### config.mk
export PLATFORM = sky130hd
export DESIGN_NAME = vex_reader_flat
export DESIGN_NICKNAME = d
export VERILOG_FILES = /design/src/rtl/vex_reader_if.sv /design/src/rtl/vex_reader.sv /design/src/flat_wrapper.sv
export SDC_FILE = /design/constraint.sdc
export NUM_CORES = 1
export LEC_CHECK = 0
export CORE_MARGIN = 3
export CORE_UTILIZATION = 50
export CTS_BUF_LIST = sky130_fd_sc_hd__clkbuf_16
export DETAILED_ROUTE_END_ITERATION = 8
export PLACE_DENSITY = 0.77
export SLEW_MARGIN = 0
export SYNTH_ARGS = -nofsm -noshare
export SYNTH_HDL_FRONTEND = slang
export SYNTH_SLANG_ARGS = --single-unit
### constraint.sdc
create_clock -name clk -period 13.05 [get_ports clk]
set_input_delay 1.9575 -clock clk [delete_from_list [all_inputs] [get_ports clk]]
set_output_delay 1.9575 -clock clk [all_outputs]
set_load 0.03 [all_outputs]
### src/rtl/vex_reader_if.sv
// vex_reader_if: handshake/bus bundle for vex_reader.
//   start/num_nodes : pass request (num_nodes sampled with start)
//   rdaddr/rden/rddata : node-value RAM read port (fixed-latency return)
//   out_data/out_valid/out_ready : streamed v_ex words, valid/ready handshake
//   busy/done : pass status
// slave modport is the reader itself; master is the surrounding logic.
interface vex_reader_if #(
  parameter int ADDR_W = 13,
  parameter int DATA_W = 64
);
  logic              start;
  logic [ADDR_W:0]   num_nodes;
  logic [ADDR_W-1:0] rdaddr;
  logic              rden;
  logic [DATA_W-1:0] rddata;
  logic [DATA_W-1:0] out_data;
  logic              out_valid;
  logic              out_ready;
  logic              busy;
  logic              done;

  modport slave (
    input  start, num_nodes, rddata, out_ready,
    output rdaddr, rden, out_data, out_valid, busy, done
  );

  modport master (
    output start, num_nodes, rddata, out_ready,
    input  rdaddr, rden, out_data, out_valid, busy, done
  );
endinterface

### src/rtl/vex_reader.sv
// vex_reader: streams num_nodes v_ex words out of a fixed-latency RAM
// (addresses 0..num_nodes-1) through a small FIFO with valid/ready output.
//   clk : clock, all state on rising edge
//   rst : asynchronous active-high reset (aborts any pass, no done)
//   bus : vex_reader_if.slave (start/num_nodes, RAM read port,
//         output stream, busy/done)
// Reads are credit-limited so that words in flight plus words buffered
// never exceed FIFO_DEPTH; with FIFO_DEPTH >= RD_LAT+2 and out_ready high
// this sustains one word per cycle.
module vex_reader #(
  parameter int ADDR_W     = 13,
  parameter int DATA_W     = 64,
  parameter int RD_LAT     = 2,
  parameter int FIFO_DEPTH = 4
) (
  input  logic         clk,
  input  logic         rst,
  vex_reader_if.slave  bus
);
  localparam int PW = (FIFO_DEPTH > 1) ? $clog2(FIFO_DEPTH) : 1;
  localparam int CW = $clog2(FIFO_DEPTH + 1);
  localparam int SW = $clog2(FIFO_DEPTH + RD_LAT + 1) + 1;
  localparam logic [ADDR_W:0] MAX_N = {1'b1, {ADDR_W{1'b0}}};

  typedef enum logic [1:0] {IDLE, READ, DRAIN, FINISH} state_t;

  state_t            state;
  logic [ADDR_W:0]   total, issued;
  logic [ADDR_W-1:0] rdaddr_q;
  // vld_pipe[0] is rden itself; vld_pipe[k] = rden k cycles ago.
  logic [RD_LAT:0]   vld_pipe;
  logic              busy_q, done_q;

  logic [DATA_W-1:0] mem [FIFO_DEPTH];
  logic [PW-1:0]     wr_ptr, rd_ptr;
  logic [CW-1:0]     count, count_nxt;
  logic              out_valid_q;

  logic              push, pop, credit_ok;
  logic [SW-1:0]     inflight;
  logic [ADDR_W:0]   n_clamp;

  function automatic logic [PW-1:0] ptr_inc(input logic [PW-1:0] p);
    return (p == PW'(FIFO_DEPTH - 1)) ? '0 : p + 1'b1;
  endfunction

  assign push      = vld_pipe[RD_LAT];
  assign pop       = out_valid_q & bus.out_ready;
  assign count_nxt = count + CW'(push) - CW'(pop);
  assign n_clamp   = (bus.num_nodes > MAX_N) ? MAX_N : bus.num_nodes;

  // Reads still outstanding after this edge (the one returning now is
  // already counted in count_nxt).
  always_comb begin
    inflight = '0;
    for (int i = 0; i < RD_LAT; i++) inflight = inflight + SW'(vld_pipe[i]);
  end

  assign credit_ok = (SW'(count_nxt) + inflight) < SW'(FIFO_DEPTH);

  always_ff @(posedge clk or posedge rst) begin
    if (rst) begin
      state    <= IDLE;
      total    <= '0;
      issued   <= '0;
      rdaddr_q <= '0;
      vld_pipe <= '0;
      busy_q   <= 1'b0;
      done_q   <= 1'b0;
    end else begin
      vld_pipe <= {vld_pipe[RD_LAT-1:0], 1'b0};
      done_q   <= 1'b0;
      case (state)
        IDLE: if (bus.start) begin
          busy_q <= 1'b1;
          if (n_clamp == '0) begin
            state  <= FINISH;
            done_q <= 1'b1;
          end else begin
            // FIFO is empty in IDLE, so the first read needs no credit check.
            state       <= READ;
            total       <= n_clamp;
            issued      <= {{ADDR_W{1'b0}}, 1'b1};
            rdaddr_q    <= '0;
            vld_pipe[0] <= 1'b1;
          end
        end
        READ: begin
          if (issued == total) begin
            state <= DRAIN;
          end else if (credit_ok) begin
            vld_pipe[0] <= 1'b1;
            rdaddr_q    <= issued[ADDR_W-1:0];
            issued      <= issued + 1'b1;
          end
        end
        DRAIN: if (vld_pipe[RD_LAT-1:0] == '0 && count_nxt == '0) begin
          state  <= FINISH;
          done_q <= 1'b1;
        end
        FINISH: begin
          state  <= IDLE;
          busy_q <= 1'b0;
        end
        default: state <= IDLE;
      endcase
    end
  end

  always_ff @(posedge clk or posedge rst) begin
    if (rst) begin
      for (int i = 0; i < FIFO_DEPTH; i++) mem[i] <= '0;
      wr_ptr      <= '0;
      rd_ptr      <= '0;
      count       <= '0;
      out_valid_q <= 1'b0;
    end else begin
      if (push) begin
        mem[wr_ptr] <= bus.rddata;
        wr_ptr      <= ptr_inc(wr_ptr);
      end
      if (pop) rd_ptr <= ptr_inc(rd_ptr);
      count       <= count_nxt;
      out_valid_q <= (count_nxt != '0);
    end
  end

  // Head entry is never overwritten while occupied, so out_data is stable
  // across stalls.
  assign bus.out_data  = mem[rd_ptr];
  assign bus.out_valid = out_valid_q;
  assign bus.rden      = vld_pipe[0];
  assign bus.rdaddr    = rdaddr_q;
  assign bus.busy      = busy_q;
  assign bus.done      = done_q;
endmodule

### src/flat_wrapper.sv
// flat-port wrapper written by rule: the top's interface ports become plain ports
module vex_reader_flat 
#(
  parameter int ADDR_W     = 13,
  parameter int DATA_W     = 64,
  parameter int RD_LAT     = 2,
  parameter int FIFO_DEPTH = 4
)
  (clk, rst, bus_start, bus_num_nodes, bus_rddata, bus_out_ready, bus_rdaddr, bus_rden, bus_out_data, bus_out_valid, bus_busy, bus_done);
  vex_reader_if #(.ADDR_W(ADDR_W), .DATA_W(DATA_W)) bus_i ();
  input  logic clk;
  input  logic rst;
  input wire logic [$bits(bus_i.start)-1:0] bus_start;
  input wire logic [$bits(bus_i.num_nodes)-1:0] bus_num_nodes;
  input wire logic [$bits(bus_i.rddata)-1:0] bus_rddata;
  input wire logic [$bits(bus_i.out_ready)-1:0] bus_out_ready;
  output wire logic [$bits(bus_i.rdaddr)-1:0] bus_rdaddr;
  output wire logic [$bits(bus_i.rden)-1:0] bus_rden;
  output wire logic [$bits(bus_i.out_data)-1:0] bus_out_data;
  output wire logic [$bits(bus_i.out_valid)-1:0] bus_out_valid;
  output wire logic [$bits(bus_i.busy)-1:0] bus_busy;
  output wire logic [$bits(bus_i.done)-1:0] bus_done;
  assign bus_i.start = bus_start;
  assign bus_i.num_nodes = bus_num_nodes;
  assign bus_i.rddata = bus_rddata;
  assign bus_i.out_ready = bus_out_ready;
  assign bus_rdaddr = bus_i.rdaddr;
  assign bus_rden = bus_i.rden;
  assign bus_out_data = bus_i.out_data;
  assign bus_out_valid = bus_i.out_valid;
  assign bus_busy = bus_i.busy;
  assign bus_done = bus_i.done;
  vex_reader #(.ADDR_W(ADDR_W), .DATA_W(DATA_W), .RD_LAT(RD_LAT), .FIFO_DEPTH(FIFO_DEPTH)) u_core (.clk(clk), .rst(rst), .bus(bus_i));
endmodule
**Word level (Yosys, flattened, before mapping)**

Index checks and enable logic that the tools add are counted.

- Bits in writable memories: 0
- Memories kept: 0
- Register bits: 312
- ROM bits: 0
- Latch bits: 0
- Logic and storage cells: 91
- Output and inout port bits: 81
- Input bits: 82

- Magnitude comparators: 5
- Mux-type cells: 35
- Add/subtract/negate cells: 7
- Multipliers: 0
- Bitwise operators: 4
- Shifts and indexed selects: 0
- Equal/unequal tests: 12
- Reduce and logical (&&, ||, !) cells: 13
- Divide/modulo/power cells: 0

Operator list:

| kind | count |
|---|---|
| 256-bit bitwise mux | 1 |
| 64-bit 2-to-1 mux | 3 |
| 64-bit binary-select mux with 2-bit select | 1 |
| 64-bit demux with 2-bit select | 1 |
| 14-bit 2-to-1 mux | 5 |
| 13-bit 2-to-1 mux | 4 |
| 14-bit case mux with 2 select lines | 1 |
| 13-bit case mux with 2 select lines | 1 |
| 14-bit by 1-bit adder with 14-bit output (second input constant) | 1 |
| 14-bit == test | 1 |
| 14-bit > comparator (second input constant) | 1 |
| 14-bit logical NOT | 1 |
| 2-bit 2-to-1 mux | 6 |
| 2-bit == test (second input constant) | 4 |
| 1-bit 2-to-1 mux | 8 |
| 2-bit case mux with 4 select lines | 1 |
| 3-bit >= comparator (second input constant) | 2 |
| 2-bit by 1-bit inequality test with 1-bit output (second input constant) | 3 |
| 2-bit inequality test (second input constant) | 3 |
| 2-bit inverter with 3-bit output | 2 |
| 1-bit case mux with 2 select lines | 3 |
| 3-bit AND reduction | 2 |
| 5-bit AND reduction | 1 |
| 2-bit by 1-bit adder with 2-bit output (second input constant) | 2 |
| other kinds (15) | 18 |

**Logic depth before layout (Yosys ltp)**

Gate-level depths: netlist of run 1.

- Depth after elaboration: 7
- Depth in mapped cells: 13
- Gate-level depth less buffers: 12

**Worst setup path after synthesis of run 1**

Ideal clock, no wire load.

- Kind: in2reg
- Start: in bus_out_ready
- End: reg u_core.issued[11]
- Stages: 13
- Path slack: 8.032 ns
- Required time: 12.926 ns
- Path buffers: 1
- Arrival: 4.894 ns
- Setup time: 0.124 ns
- Cell sequence: nand2_1 > inv_1 > ha_1 > inv_1 > ha_1 > fa_1 > ha_1 > and3_1 > or3_1 > buf_2 > or4_4 > o211a_1 > a211o_1

- Longest elaborated chain between the ends: 6

RTL lines:

| item | line | text |
|---|---|---|
| from (decl) | flat_wrapper.sv:16 | `input wire logic [$bits(bus_i.out_ready)-1:0] bus_out_ready;` |
| 1-bit bitwise AND | vex_reader.sv:48 | `assign pop = out_valid_q & bus.out_ready;` |
| net u_core.pop | vex_reader.sv:39 | `logic push, pop, credit_ok;` |
| 3-bit by 1-bit subtractor with 3-bit output | vex_reader.sv:49 | `assign count_nxt = count + CW'(push) - CW'(pop);` |
| net u_core.count_nxt[1] | vex_reader.sv:36 | `logic [CW-1:0] count, count_nxt;` |
| 3-bit by 4-bit adder with 4-bit output | vex_reader.sv:59 | `assign credit_ok = (SW'(count_nxt) + inflight) < SW'(FIFO_DEPTH);` |
| 4-bit by 3-bit < comparator with 1-bit output | vex_reader.sv:59 |  |
| 2-bit by 1-bit inequality test with 1-bit output (no line) | -- |  |
| 5-bit AND reduction (no line) | -- |  |
| to (signal assigned) | vex_reader.sv:83 | `issued <= {{ADDR_W{1'b0}}, 1'b1};` |
| to (signal assigned) | vex_reader.sv:94 | `issued <= issued + 1'b1;` |
| to (decl) | vex_reader.sv:28 | `logic [ADDR_W:0] total, issued;` |

The timed path passes the listed nets, and every way through them passes these cells.
A chain may end at the register's enable or synchronous reset.

**Final worst setup path of run 1**

- Start: in bus_out_ready
- End: reg u_core.rdaddr_q[5] (netlist: u_core.bus.rdaddr[5])

- Longest elaborated chain between the ends: 6

RTL lines:

| item | line | text |
|---|---|---|
| 1-bit bitwise AND | vex_reader.sv:48 |  |
| net u_core.pop | vex_reader.sv:39 |  |
| 3-bit by 1-bit subtractor with 3-bit output | vex_reader.sv:49 |  |
| net u_core.count_nxt[1] | vex_reader.sv:36 |  |
| 3-bit by 4-bit adder with 4-bit output | vex_reader.sv:59 |  |
| 4-bit by 3-bit < comparator with 1-bit output | vex_reader.sv:59 |  |
| 2-bit by 1-bit inequality test with 1-bit output (no line) | -- |  |
| 5-bit AND reduction (no line) | -- |  |
| to (signal assigned) | vex_reader.sv:93 | `rdaddr_q <= issued[ADDR_W-1:0];` |
| to (decl) | vex_reader.sv:29 | `logic [ADDR_W-1:0] rdaddr_q;` |

The timed path passes the listed nets, and every way through them passes these cells.

==> flow_summary.ini, run 1 <==
[grt]
antenna_found_initial = 0
grt_max_degree = 187
track_usage = 0.192
grt_pass1_vias = 8744
grt-ovfl-total = 0
grt_pass1_wl_um = 46900

[finish]
syn_to_final_growth_pct = 22.1
drive_above_1_share = 0.362
fillCellCount = 1999
diodes = 0
seq_area_um2 = 7810
fin_nets = 1146
stdcell_count = 1443
multi_input_comb_area_um2 = 5810

[clock_network]
postCtsSetupBuffers = 0
path_clk_slew_ns = 0.06
cts_resized = 0
cts_root_buf = clkbuf_16
cts_sinks = 312
cts_buffer_depth = 3
clk-insertion-delay-late_ns = 0.50
cts.htree.levels = 2
cts_tree = built
cts_buffers = 34
ctsHoldBuffers = 0

[routing]
drt_first_pass_iters = 4
drtIter0Drc = 584
drt-total-wl_um = 28700
vias_per_cell = 5.71
drc_errors = 0
dr_total_vias = 8244
drtAntennaViolNets = 0
wl_per_cell_um = 19.9

[pwr]
p_comb_frac = 0.491
ir_worst_vdd_uv = 134
clockPowerShare = 0.179
intPower_mw = 3.34
p_leak_nw = 7.00
pwr-share-seq = 0.330
power_mw = 5.20
p_sw_mw = 1.86
switching_share = 0.358
power.density_nw_per_um2 = 307

[floorplan]
die_h_um = 173
pin_count = 163
fp.dieArea_um2 = 29800
start_util = 0.512
fp.coreArea_um2 = 27100
rows = 60
die_x_um = 173

[timing]
slew_headroom = 0.269
post-route-period-util = 0.413
hold_viol_final = 0
setup_tns_ns = 0
setup-violations-final = 0
max_freq_mhz = 186
skew_ns = 0.0115
period_minus_slack_ns = 5.39
slew_violations = 0
tightest_slew_ns = 1.10
rsz0062_at_grt = false

[place]
post-dp-hpwl_um = 17100
portBuffers = 162
dp.cells = 1384
place_congestion = 0.797

[synthesis]
syn_area_per_cell_um2 = 15.4
synthCells = 902
synth_seq_cells = 312
synth_ff_type = dfrtp_1
yosysUniqueCellTypes = 52
syn_nets = 1000
ys_warn_count = 0
synth_edf_count = 0
syn_area_um2 = 13900
async_reset_ff_frac = 1.00
ys_seq_area_frac = 0.563

[critical_path]
worstReg2RegStart = u_core.vld_pipe[2]
crit_required_ns = 13.47
critPathKind = in2reg
crit_arrival_ns = 5.81
crit_start = bus_out_ready
crit_fanout = 17
cp-end-kind = flop
critPathLaunchType = primary input

[worst_hold_path]
holdCritStartpoint = u_core.vld_pipe[1]
hold_path.class = reg2reg

[outcome]
outcome = complete, no violations

[flow_run]
maxCapViolations = 0
==> Yosys cell counts (all sizes together), types with 3 or more instances <==
| library cell | instances | share of area |
|---|---|---|
| nor3 | 5 | 0.0018 |
| nand4 | 6 | 0.0027 |
| clkbuf | 48 | 0.013 |
| mux4 | 64 | 0.10 |
| or4 | 5 | 0.0030 |
| a211o | 7 | 0.0044 |
| o211ai | 7 | 0.0038 |
| nor4 | 3 | 0.0018 |
| mux2i | 3 | 0.0022 |
| nand3 | 11 | 0.0040 |
| o211a | 3 | 0.0022 |
| mux2 | 257 | 0.21 |
| o311ai | 5 | 0.0032 |
| o21ai | 13 | 0.0047 |
| nand2 | 29 | 0.0078 |
| a22o | 20 | 0.013 |
| buf | 11 | 0.0032 |
| a2111oi | 5 | 0.0036 |
| inv | 16 | 0.0043 |
| dfrtp | 312 | 0.56 |
| ha | 15 | 0.014 |
| xnor2 | 14 | 0.0088 |
| nor2 | 6 | 0.0016 |
| or2 | 4 | 0.0018 |
| and3 | 6 | 0.0027 |
==> logic make-up (layout without fill, tap and decap cells) <==
family	Yosys count	count (layout)	synth area share
compound gates	79	79	0.0466
xor+xnor	15	15	0.0105
buf+inv	75	244	0.0205
fa+ha+maj	16	16	0.0150
flops	312	312	0.563
mux	324	324	0.315
simple gates	81	81	0.0301
==> metrics by stage <==
| stage | area, µm² | utilization | setup slack, ns | hold WS, ns |
|---|---|---|---|---|
| CTS | 16900 | 0.625 | 7.65 | 0.424 |
| detailed placement | 15800 | 0.585 | 7.15 | 0.411 |
| floorplan | 13900 | - | 2.46 | 0.378 |
| global route | 16900 | 0.625 | 7.45 | 0.446 |
| finish | 16900 | 0.625 | 7.66 | 0.426 |
| global placement | 15800 | 0.585 | 7.29 | 0.397 |
==> power by group through the flow <==
stage          sequential [mW]  combinational, mW  clock, mW
2_1_floorplan             1.65               1.83          0
3_3_place_gp              1.71               2.53          0
3_5_place_dp              1.73               2.58          0
4_1_cts                   1.71               2.59      0.956
5_1_grt                   1.77               2.71      0.998
6_report                  1.72               2.55      0.932
==> worst max-delay path, stage by stage <==
cell and delay (ns):
clkdlybuf4s50_1 0.40, nand2_1 0.14, inv_1 0.06, ha_1 0.27, inv_1 0.04, ha_1 0.18
fa_1 0.48, ha_1 0.30, and3_1 0.17, or3_1 0.53, a211oi_2 0.98, a22o_1 0.28
==> layout make-up <==
cell class	count	share of cell area
Clock buffer	37	0.0547
Sequential cell	312	0.461
Timing Repair Buffer	169	0.0996
Tap cell	372	0.0275
Clock inverter	22	0.00975
Multi-Input combinational cell	515	0.343
Inverter	16	0.00399
==> routing by layer <==
| metal | part of all wire | vias up | routed length [µm] | track usage |
|---|---|---|---|---|
| met5 | 0 | - | 0 | 0 |
| li1 | - | 3684 | - | - |
| met4 | 0.020 | 0 | 577 | 0.0487 |
| met3 | 0.046 | 46 | 1310 | 0.0373 |
| met1 | 0.46 | 4327 | 13100 | 0.270 |
| met2 | 0.48 | 187 | 13700 | 0.312 |
==> cell usage in the layout (no fill, tap or decap), types with 2 or more instances in the layout <==
master           instances
o211a_1                  3
bufinv_16                3
clkdlybuf4s50_1        162
or2_2                    4
a21o_1                   2
mux4_2                  64
mux2i_1                  3
clkinv_2                 3
nand2_4                  4
nand4_1                  6
buf_4                    6
mux2_2                 257
clkbuf_16               37
a211o_1                  7
a31oi_1                  2
a2111o_1                 2
o211ai_1                 7
nand2_1                 25
ha_1                    15
dfrtp_1                310
and3_1                   6
a22o_1                  20
xnor2_1                 14
or4_1                    4
nand3_1                 11
a21oi_1                  2
clkinv_1                 7
nor3_1                   5
nor2_1                   6
a2111oi_0                4
o21ai_0                 12
o311ai_0                 5
nor4_1                   2
inv_1                   24
or3_1                    2
==> state kept, by name, indices dropped and copies added (netlist names) <==
| signal | cells |
|---|---|
| u_core.bus.busy | 1 |
| u_core.bus.done | 1 |
| u_core.bus.out_valid | 1 |
| u_core.bus.rdaddr | 13 |
| u_core.count | 3 |
| u_core.issued | 14 |
| u_core.mem | 256 |
| u_core.rd_ptr | 2 |
| u_core.state | 2 |
| u_core.total | 14 |
| u_core.vld_pipe | 3 |
| u_core.wr_ptr | 2 |
==> path summary, 6_finish.rpt <==
| path | cells past startpoint | endpoint | slack (ns) |
|---|---|---|---|
| setup / recovery | 12 | u_core.bus.rdaddr[5] | 7.66 |
| hold / removal | 0 | u_core.vld_pipe[2] | 0.43 |
| setup reg to reg | 10 | u_core.bus.rdaddr[5] | 8.96 |
| hold reg to reg | 0 | u_core.vld_pipe[2] | 0.43 |
| max in group asynchronous | 3 | u_core.rd_ptr[0] | 9.48 |
| min in group asynchronous | 2 | u_core.mem[84] | 2.02 |
(Power assumes the default switching activity.)
==> run 2, diff against run 1 <==
Clock period 13.05 ns to 5.28 ns, I/O delays scaled along.
==> run 2 against run 1 <==
- clock skew increased by 0.0056 ns
- count of clock-buffer cells in the layout shrank 1
- sequential power grew to 2.5 times the previous value
- critical path depth up 1
- global-route usage up 0.45 points
- sequential cell count stayed put
- routed wire length rose by 1.5%
- non-clock buffer count increased by 9
- first-iteration DRC count fell by 21%
- critical path type unchanged
==> flow_summary.ini, run 2 (synthesis results as in run 1) <==
[outcome]
outcome = complete, no violations

[pwr]
p_leak_nw = 7.03
power.density_nw_per_um2 = 756
ir_worst_vdd_uv = 518

[finish]
final_util = 0.627
largest_reg_flops = 256
fin_nets = 1156
final_cell_area_um2 = 17000
syn_to_final_growth_pct = 22.4
diodes = 0
layout_common_cells = dfrtp_1, mux2_2, clkdlybuf4s50_1
final_common_cell = dfrtp_1
regMostFlops = u_core.mem
drive_above_1_share = 0.367
reg_top3 = u_core.mem: 256 flops, u_core.issued: 14 flops, u_core.total: 14 flops

[timing]
hold_viol_final = 0
setup-violations-final = 0
tightest_slew_ns = 1.08
layout_setup_ws_ns = 1.23
slew_headroom = 0.277
slew_violations = 0
period_minus_slack_ns = 4.05
setup_tns_ns = 0
max_freq_mhz = 247
skew_ns = 0.0171
post-route-period-util = 0.767
rsz0062_at_grt = false

[clock_network]
cts_sinks = 312
postCtsSetupBuffers = 0
clk-insertion-delay-late_ns = 0.50
path_clk_slew_ns = 0.06
cts_root_buf = clkbuf_16
cts.htree.levels = 2
cts_tree = built
cts_buffers = 35
ctsHoldBuffers = 0
cts_resized = 0
cts_buffer_depth = 3

[flow_run]
maxCapViolations = 0

[routing]
dr_total_vias = 8261
drc_errors = 0
vias_per_cell = 5.69
drtAntennaViolNets = 0
drt_first_pass_iters = 4
wl_per_cell_um = 20.0
drtIter0Drc = 462
drt-total-wl_um = 29100

[place]
place_congestion = 0.817
portBuffers = 162
placed_area_um2 = 15900
pre_cts_ws_ns = 0.718
post-dp-hpwl_um = 18100

[critical_path]
critPathKind = in2reg
crit_arrival_ns = 4.44
crit_required_ns = 5.67
critPathLaunchType = primary input
cp-end-kind = flop
crit_fanout = 15

[floorplan]
die_h_um = 173
rows = 60
fp.dieArea_um2 = 29800
die_x_um = 173
pin_count = 163
start_util = 0.512
fp.coreArea_um2 = 27100

[grt]
grt_pass1_vias = 8835
track_usage = 0.196
grt-ovfl-total = 0
grt_pass1_wl_um = 47800
antenna_found_initial = 0
grt_max_degree = 139

[worst_hold_path]
hold_path.class = reg2reg
run 2: cell count changes in the layout (fill, tap and decap cells not counted), sizes merged:
cell	previous run	this run
clkinvlp	0	1
clkbuf	37	36
inv	25	27
buf	7	16
bufinv	3	2
run 2: cell type report:
| type | instances | area [µm²] |
|---|---|---|
| flip-flops and latches | 312 | 7810 |
| repair buffers | 178 | 1770 |
| clock buffers | 36 | 901 |
| multi-input cells | 515 | 5810 |
| clock inverters | 24 | 164 |
| inverters | 16 | 63.8 |
| fillers | 2017 | 10100 |
| well taps | 372 | 465 |
run 2: worst paths after layout:
kind / from / to / slack, ns / depth (start not counted)
worst min-delay path: u_core.vld_pipe[1] / u_core.vld_pipe[2] / 0.42 / 0
min in group asynchronous: rst / u_core.mem[53] / 0.64 / 2
max in group asynchronous: rst / u_core.mem[162] / 3.58 / 3
worst max-delay path: bus_out_ready / u_core.issued[11] / 1.23 / 13
worst max register to register: u_core.vld_pipe[2] / u_core.issued[11] / 1.39 / 11
worst min register to register: u_core.vld_pipe[1] / u_core.vld_pipe[2] / 0.42 / 0
run 2: metrics by stage:
| stage | std cells | power (mW) | hold slack, ns |
|---|---|---|---|
| 2_1_floorplan | 902 | 8.61 | 0.378 |
| 3_3_place_gp | 1393 | 10.5 | 0.403 |
| 3_5_place_dp | 1393 | 10.7 | 0.394 |
| 4_1_cts | 1453 | 13.0 | 0.419 |
| 5_1_grt | 1453 | 13.6 | 0.446 |
| 6_report | 1453 | 12.8 | 0.422 |
run 2: metal layers:
metal,up-vias,track usage,routed length [µm]
met5,-,0,0
met4,0,0.0412,516
met3,39,0.0343,1310
met2,205,0.324,14100
met1,4314,0.279,13200
li1,3703,-,-
run 2: where the power goes:
group	switching [mW]	internal, mW	leakage [nW]
clock network	0.918	1.33	0.563
logic	2.96	3.31	2.82
registers	0.744	3.57	3.64
run 2: critical path: stages:
cell,delay [ns]
clkdlybuf4s50_1,0.39
nand2_1,0.13
inv_1,0.07
ha_1,0.27
inv_1,0.04
ha_1,0.18
fa_1,0.49
ha_1,0.30
and3_1,0.17
or3_1,0.52
or4_4,0.59
o211a_1,0.21
a211o_1,0.26
==> run 3, diff against run 2 <==
Clock period 5.28 ns to 4.2 ns, I/O delays scaled along.
==> run 3 against run 2 <==
- register-to-register slack lost 0.92 ns
- sequential cell count stayed put
- clock skew shrank 0.0056 ns
- count of clock-buffer cells in the layout is 2 lower
- critical path depth shrank 2
- setup slack lost 0.76 ns
- worst hold slack got worse by 0.0046 ns
- cell area rose by 0.52%
- combinational power rose by 29%
- utilization up 0.32 points
- critical endpoint unchanged
- largest power group unchanged
==> flow_summary.ini, run 3 (synthesis results as in run 1) <==
[clock_network]
cts_tree = built
cts.htree.levels = 2
cts_sinks = 312
cts_resized = 0
path_clk_slew_ns = 0.06
cts_buffer_depth = 3
ctsHoldBuffers = 0
cts_root_buf = clkbuf_16
postCtsSetupBuffers = 0
cts_buffers = 34
clk-insertion-delay-late_ns = 0.51

[finish]
reg_top3 = u_core.mem: 256 flops, u_core.issued: 14 flops, u_core.total: 14 flops
diodes = 0
final_common_cell = dfrtp_1
fin_nets = 1159
drive_above_1_share = 0.374
regMostFlops = u_core.mem
final_util = 0.630
syn_to_final_growth_pct = 23.1
largest_reg_flops = 256
stdcell_count = 1457
layout_common_cells = dfrtp_1, mux2_2, clkdlybuf4s50_1
final_cell_area_um2 = 17100

[timing]
setup-violations-final = 0
hold_viol_final = 0
setup_tns_ns = 0
slew_violations = 0
post-route-period-util = 0.889
layout_setup_ws_ns = 0.467
max_freq_mhz = 268
skew_ns = 0.0115
timing.hold.ws_ns = 0.417
rsz0062_at_grt = false
slew_headroom = 0.274
period_minus_slack_ns = 3.73
tightest_slew_ns = 1.09

[critical_path]
r2r-end = u_core.issued[11]
crit_required_ns = 4.59
critPathLaunchType = flop
critPathMaxStageDelay_ns = 0.61
rrSetupSlack_ns = 0.47
crit_chain = inv_1, ha_1, inv_1, ha_1, fa_1, ha_1, and3_1, or3_1, or4_4, o211a_1, a211o_1
critPathKind = reg2reg
crit_arrival_ns = 4.12
cp_common_cell = ha_1
cp-end-kind = flop
slowest_stage = dfrtp_1
worstRegToRegCells = 11
crit_fanout = 8
worstReg2RegStart = u_core.vld_pipe[2]

[floorplan]
die_x_um = 173
start_util = 0.512
die_h_um = 173
pin_count = 163
fp.dieArea_um2 = 29800
rows = 60
fp.coreArea_um2 = 27100

[place]
dp.cells = 1397
pre_cts_ws_ns = 0.0461
placed_area_um2 = 16000
portBuffers = 162
post-dp-hpwl_um = 17900
place_congestion = 0.827

[grt]
busiest_layer = met2
antenna_found_initial = 0
track_usage = 0.198
grt-ovfl-total = 0
grt_pass1_wl_um = 48300
grt_pass1_vias = 8953
grt_max_degree = 92
grtUsageMet2 = 0.324
met1_usage = 0.280
met3_usage = 0.0334

[flow_run]
maxCapViolations = 0

[routing]
drt-total-wl_um = 29500
vias_per_cell = 5.70
wl_per_cell_um = 20.2
drc_errors = 0
drtAntennaViolNets = 0
drtIter0Drc = 523
drt_first_pass_iters = 4
dr_total_vias = 8310

[outcome]
outcome = complete, no violations

[pwr]
ir_worst_vdd_uv = 401
power.density_nw_per_um2 = 960
power_mw = 16.4
p_leak_nw = 7.05

[worst_hold_path]
hold_depth = 0
holdCritStartpoint = u_core.vld_pipe[1]
hold_path.class = reg2reg
hold_path_end = u_core.vld_pipe[2]
[run 3: changes by cell type in the layout (fill, tap and decap cells not counted)]
| cell | change |
|---|---|
| buf_12 | +3 |
| buf_4 | +1 |
| bufinv_16 | +2 |
| clkbuf_16 | -2 |
| clkinv_1 | +3 |
| clkinv_2 | +4 |
| inv_1 | -8 |
| inv_6 | +1 |
[run 3: how the worst max path moves through the flow]
stage / startpoint / endpoint / depth (start not counted)
6_report: u_core.vld_pipe[2] / u_core.issued[11] / 11
5_1_grt: u_core.vld_pipe[2] / u_core.issued[11] / 11
4_1_cts: u_core.vld_pipe[2] / u_core.issued[11] / 11
3_5_place_dp: bus_out_ready / u_core.issued[11] / 13
3_3_place_gp: bus_out_ready / u_core.issued[11] / 13
2_1_floorplan: rst / u_core.bus.busy / 1
[run 3: critical path: cells and delay by family, from the launching register on]
family,cells,cell delay [ns]
buffers and inverters,2,0.18
flip-flops,1,0.61
adder cells (fa/ha/maj),4,1.31
AO/OA/AOI/OAI,2,0.48
AND/OR/NAND/NOR,3,1.06
[run 3: layer usage]
layer / vias up / share of wire
li1: 3715 / -
met1: 4359 / 0.46
met2: 187 / 0.48
met3: 49 / 0.041
met4: 0 / 0.020
met5: - / 0
[run 3: area by class of cell]
type                    count  area (µm²)
repair buffers            182        1830
inverters                  16        63.8
clock buffers              34         851
clock inverters            26         234
multi-input cells         515        5810
well taps                 372         465
flip-flops and latches    312        7810
fillers                  1986       10000
[run 3: power breakdown]
part	internal (mW)	switching (mW)
Sequential	4.49	0.846
Combinational	4.27	3.87
Clock	1.73	1.19
Total	10.5	5.90
